**src/rtl/count_down.sv**
```systemverilog
// count_down: two-digit BCD seconds countdown timer (00..59).
// A prescaler divides clk down to a one-second tick while running.
// The preset is loaded with clamping, and start/pause control the run.
// On expiry the block raises a one-cycle done pulse and holds expired.
module count_down #(
  parameter int unsigned TICK_DIV = 50000000
) (
  input  logic       clk,
  input  logic       rst,
  input  logic       load,
  input  logic [3:0] ld_hs,
  input  logic [3:0] ld_ls,
  input  logic       start,
  input  logic       pause,
  output logic [3:0] HS,
  output logic [3:0] LS,
  output logic       running,
  output logic       expired,
  output logic       done
);

  typedef enum logic [1:0] {
    IDLE  = 2'd0,
    RUN   = 2'd1,
    PAUSE = 2'd2,
    DONE  = 2'd3
  } state_t;

  localparam logic [25:0] PRE_MAX = 26'(TICK_DIV - 1);

  state_t      r_state;
  state_t      w_state_nxt;
  logic [25:0] r_pre;
  logic [25:0] w_pre_nxt;
  logic [3:0]  w_hs_nxt;
  logic [3:0]  w_ls_nxt;
  logic        w_done_nxt;
  logic        w_tick;
  logic        w_expiring;
  logic [3:0]  w_ld_hs;
  logic [3:0]  w_ld_ls;

  // Preset digits are clamped so the display can never show an illegal time.
  assign w_ld_hs = (ld_hs > 4'd5) ? 4'd5 : ld_hs;
  assign w_ld_ls = (ld_ls > 4'd9) ? 4'd9 : ld_ls;

  // One-second tick: the cycle on which the prescaler wraps, only while running.
  assign w_tick     = (r_state == RUN) && (r_pre == PRE_MAX);
  // The tick that takes 01 down to 00 ends the countdown.
  assign w_expiring = w_tick && (HS == 4'd0) && (LS == 4'd1);

  // Next-state, prescaler and digit update; load has priority over everything.
  always_comb begin
    w_state_nxt = r_state;
    w_pre_nxt   = r_pre;
    w_hs_nxt    = HS;
    w_ls_nxt    = LS;
    w_done_nxt  = 1'b0;
    if (load) begin
      w_state_nxt = IDLE;
      w_pre_nxt   = '0;
      w_hs_nxt    = w_ld_hs;
      w_ls_nxt    = w_ld_ls;
    end else begin
      unique case (r_state)
        IDLE: begin
          // A zero preset cannot be started; start+pause together is a no-op.
          if (start && !pause && ({HS, LS} != 8'h00))
            w_state_nxt = RUN;
        end
        RUN: begin
          w_pre_nxt = w_tick ? 26'd0 : (r_pre + 26'd1);
          if (w_tick) begin
            // BCD borrow: units wrap to 9 and tens decrement.
            if (LS != 4'd0) begin
              w_ls_nxt = LS - 4'd1;
            end else begin
              w_hs_nxt = HS - 4'd1;
              w_ls_nxt = 4'd9;
            end
          end
          // Expiry wins over a simultaneous pause; a pause still lets the tick land.
          if (w_expiring) begin
            w_state_nxt = DONE;
            w_done_nxt  = 1'b1;
          end else if (pause) begin
            w_state_nxt = PAUSE;
          end
        end
        PAUSE: begin
          // The prescaler is held, so resuming finishes the partial second.
          if (start && !pause)
            w_state_nxt = RUN;
        end
        DONE: begin
          // Only load or reset leaves DONE; the display stays at 00.
          w_hs_nxt = 4'd0;
          w_ls_nxt = 4'd0;
        end
        default: w_state_nxt = IDLE;
      endcase
    end
  end

  // State, prescaler and digit registers.
  always_ff @(posedge clk or negedge rst) begin
    if (!rst) begin
      r_state <= IDLE;
      r_pre   <= '0;
      HS      <= 4'd0;
      LS      <= 4'd0;
    end else begin
      r_state <= w_state_nxt;
      r_pre   <= w_pre_nxt;
      HS      <= w_hs_nxt;
      LS      <= w_ls_nxt;
    end
  end

  // Status flags are registered from the next state so they line up with it.
  always_ff @(posedge clk or negedge rst) begin
    if (!rst) begin
      running <= 1'b0;
      expired <= 1'b0;
      done    <= 1'b0;
    end else begin
      running <= (w_state_nxt == RUN);
      expired <= (w_state_nxt == DONE);
      done    <= w_done_nxt;
    end
  end

endmodule

```
**config.mk**
```make
export PLATFORM = sky130hd
export DESIGN_NAME = count_down
export DESIGN_NICKNAME = d
export VERILOG_FILES = /design/src/rtl/count_down.sv
export SDC_FILE = /design/constraint.sdc
export NUM_CORES = 1
export LEC_CHECK = 0
export CORE_MARGIN = 2
export CORE_UTILIZATION = 45
export CTS_CLUSTER_SIZE = 10
export DETAILED_ROUTE_END_ITERATION = 6
export PLACE_DENSITY = 0.62
export SETUP_SLACK_MARGIN = 0.1
export SLEW_MARGIN = 20
export SYNTH_ARGS = -nofsm -noshare
export SYNTH_HDL_FRONTEND = slang
export SYNTH_SLANG_ARGS = --single-unit
```
**constraint.sdc**
```tcl
create_clock -name clk -period 2.2 [get_ports clk]
set_input_delay 0.33 -clock clk [delete_from_list [all_inputs] [get_ports clk]]
set_output_delay 0.33 -clock clk [all_outputs]
set_load 0.005 [all_outputs]
```
==> impl_metrics.env <==
export IMPL_period_needed_ns=1.927
export IMPL_syn_area_sq_um=2381
export IMPL_tightest_slew_ns=0.7655
export IMPL_end_kind="flop"
export IMPL_min_period_over_period=0.8757
export IMPL_synth_flop_cell="dfrtp_1"
export IMPL_clock_sinks=39
export IMPL_clock_root_buffer="clkbuf_8"
export IMPL_clk_latency_ns=0.29
export IMPL_ios=24
export IMPL_placed_area_sq_um=2739
export IMPL_seq_area_sq_um=975.9
export IMPL_synth_warnings=0
export IMPL_htreeDepth=2
export IMPL_pwr_density_cell_nw_per_um2=551.5
export IMPL_arrival_ns=2.11
export IMPL_cts_tree="yes"
export IMPL_post_synth_most_frequent_cells="dfrtp_1 (39), nand2_1 (23), a21oi_1 (20)"
export IMPL_worstPathRequired_ns=2.39
export IMPL_synthTopCellsByArea="dfrtp_1 (41%), a21oi_1 (4.2%), nand2_1 (3.6%), a31oi_1 (3.4%), nand3_1 (2.9%)"
export IMPL_synth_seq_cells=39
export IMPL_finalHoldViolCount=0
export IMPL_firstDrtPassIters=4
export IMPL_post_cts_buffers=0
export IMPL_crit_family="simple AND/OR/NAND/NOR gates"
export IMPL_synth_edf_count=0
export IMPL_multi_input_area_sq_um=1295
export IMPL_finalSetupViolCount=0
export IMPL_drive_gt1_frac=0.1054
export IMPL_die_y_um=76.74
export IMPL_cpPeakStageDelay_ns=0.44
export IMPL_portBuffers=23
export IMPL_relSlewSlack=0.4878
export IMPL_yosysTopAreaCell="dfrtp_1"
export IMPL_synth_nets=281
export IMPL_ys_types=56
export IMPL_antenna_found_initial=0
export IMPL_layout_nets=310
export IMPL_min_path_type="in -> async"
export IMPL_grt_overflow_total=0
export IMPL_ir_drop_mv=0.2698
export IMPL_max_cap_violations=0
export IMPL_syn_area_per_cell_sq_um=9.019
export IMPL_start_util=0.4662
export IMPL_diodes=0
export IMPL_cp_max_fo=5
export IMPL_rows=26
export IMPL_async_flop_share=1.000
export IMPL_drtIter0Drc=163
export IMPL_area_growth_pct=19.08
export IMPL_rsz0062_at_grt="no"
export IMPL_clockBufferDepth=2
export IMPL_grt_pass1_wl_um=9625
export IMPL_num_vias=2133
export IMPL_grt_use_total=0.2001
export IMPL_ys_seq_area_frac=0.4099
export IMPL_clock_skew_ns=0.003335
export IMPL_dp_hpwl_um=3913
export IMPL_cp_buffers_inverters=1
export IMPL_tns_ns=0
export IMPL_holdWs_ns=0.4207
export IMPL_grt_max_degree=35
export IMPL_fp_coreArea_sq_um=5107
export IMPL_drc=0
export IMPL_outcome="complete, no violations"
export IMPL_totalWireLength_um=5603
export IMPL_grt_pass1_vias=1975
export IMPL_avgViaCountPerCell=5.860
export IMPL_nFillCells=475
export IMPL_final_antenna_net_count=0
export IMPL_cts_buffers=5
export IMPL_synth_most_common_cell="dfrtp_1"
export IMPL_fmax_ghz=0.5191
export IMPL_wl_per_cell_um=15.39
export IMPL_cp_start_kind="flop"
export IMPL_drv_slew=0
export IMPL_dieArea_sq_um=5889
export IMPL_syn_inst=264
export IMPL_netlist_area_leader_share=0.4099
export IMPL_cp_slowest_cell="dfrtp_1"
export IMPL_crit_type="reg -> reg"
export IMPL_cts_clk_slew_worst_paths_ns=0.08
export IMPL_fin_area_sq_um=2835
export IMPL_p_leak_nw=1.228
export IMPL_gp_congestion=0.8201
export IMPL_path_cells="inv_1 -> ha_1 -> nor3b_2 -> o21a_1 -> and3_1 -> a31oi_1 -> o22a_1"
export IMPL_die_width_um=76.74
==> where the power goes <==
group	internal, mW	switching [mW]
logic	0.150	0.137
clock network	0.223	0.257
registers	0.748	0.0495
==> cells by family after synthesis <==
logic type / Yosys count / share of synthesized area
AO/OA/AOI/OAI: 74 / 0.2039
XOR/XNOR: 5 / 0.01840
adder cells (fa/ha/maj): 4 / 0.02102
buffers and inverters: 26 / 0.04834
flip-flops: 39 / 0.4099
multiplexers: 4 / 0.01839
AND/OR/NAND/NOR: 112 / 0.2801
==> metal layers <==
layer,GRT usage,part of all wire
met1,0.2927,0.50
met4,0.06182,0.012
met2,0.3018,0.45
met5,0,0
met3,0.03412,0.034
==> cell type report <==
| class | count | share of cell area |
|---|---|---|
| clock buffer | 7 | 0.02692 |
| inverter | 12 | 0.01589 |
| clock inverter | 1 | 0.001765 |
| sequential | 39 | 0.3442 |
| timing repair buffer | 36 | 0.1236 |
| tap | 70 | 0.03089 |
| multi-input combinational | 199 | 0.4568 |
==> through the flow <==
step | utilization | setup WS, ns | std cells | total power, mW
floorplan | - | 0.3156 | 264 | 0.9462
global placement | 0.5363 | 0.2356 | 355 | 1.089
detailed placement | 0.5363 | 0.2205 | 355 | 1.089
CTS | 0.5541 | 0.2048 | 364 | 1.575
global route | 0.5551 | 0.1055 | 364 | 1.649
finish | 0.5551 | 0.2734 | 364 | 1.564
==> flip-flops by register name (all words and copies together) (netlist names) <==
name	flops
LS	4
expired	1
done	1
r_pre	26
running	1
r_state	2
HS	4
==> final timing paths <==
check / from / endpoint / slack, ns / depth (start not counted)
max in group asynchronous: rst / r_pre[23] / 1.29 / 3
hold reg to reg: r_pre[23] / r_pre[23] / 0.52 / 1
min in group clk: r_pre[23] / r_pre[23] / 0.52 / 1
hold / removal: rst / r_pre[13] / 0.42 / 2
setup / recovery: LS[0] / HS[2] / 0.27 / 7
setup reg to reg: LS[0] / HS[2] / 0.27 / 7
==> worst reg2reg max path: stages (launching register included) <==
cell and delay, ns:
dfrtp_1 0.44, inv_1 0.10, ha_1 0.27, nor3b_2 0.28
o21a_1 0.17, and3_1 0.25, a31oi_1 0.11, o22a_1 0.20
==> layout by cell type, fill, tap and decap left out, types with 3 or more instances in the layout <==
cell type        netlist  final
nand2_1               23     23
a32oi_1                3      3
inv_1                 12     12
nand3_1               14     14
nor2_1                16     16
nor4_1                 4      4
or4_1                  3      3
o21ai_1                4      4
dfrtp_1               39     39
nand2b_1               5      5
nand3b_1               5      5
a41oi_1                4      4
o21ai_0                7      7
nand4_1                8      8
o211ai_1               3      3
o22a_1                 4      4
nor3_1                 4      4
and3_1                 6      6
ha_1                   4      4
a31oi_1               13     13
a21oi_1               20     20
buf_4                  0     10
or3_1                  3      3
o21a_1                 3      3
clkbuf_8               0      5
a21o_1                 3      3
xor2_1                 3      3
clkdlybuf4s50_1        0     22
==> timing repair <==
action,in CTS,in global routing
endpoints found under the hold margin,9,0
hold buffers,1,0
gates resized for setup,0,1
endpoints found under the setup margin,0,11
No activity file was read; power rests on OpenSTA's default activity.
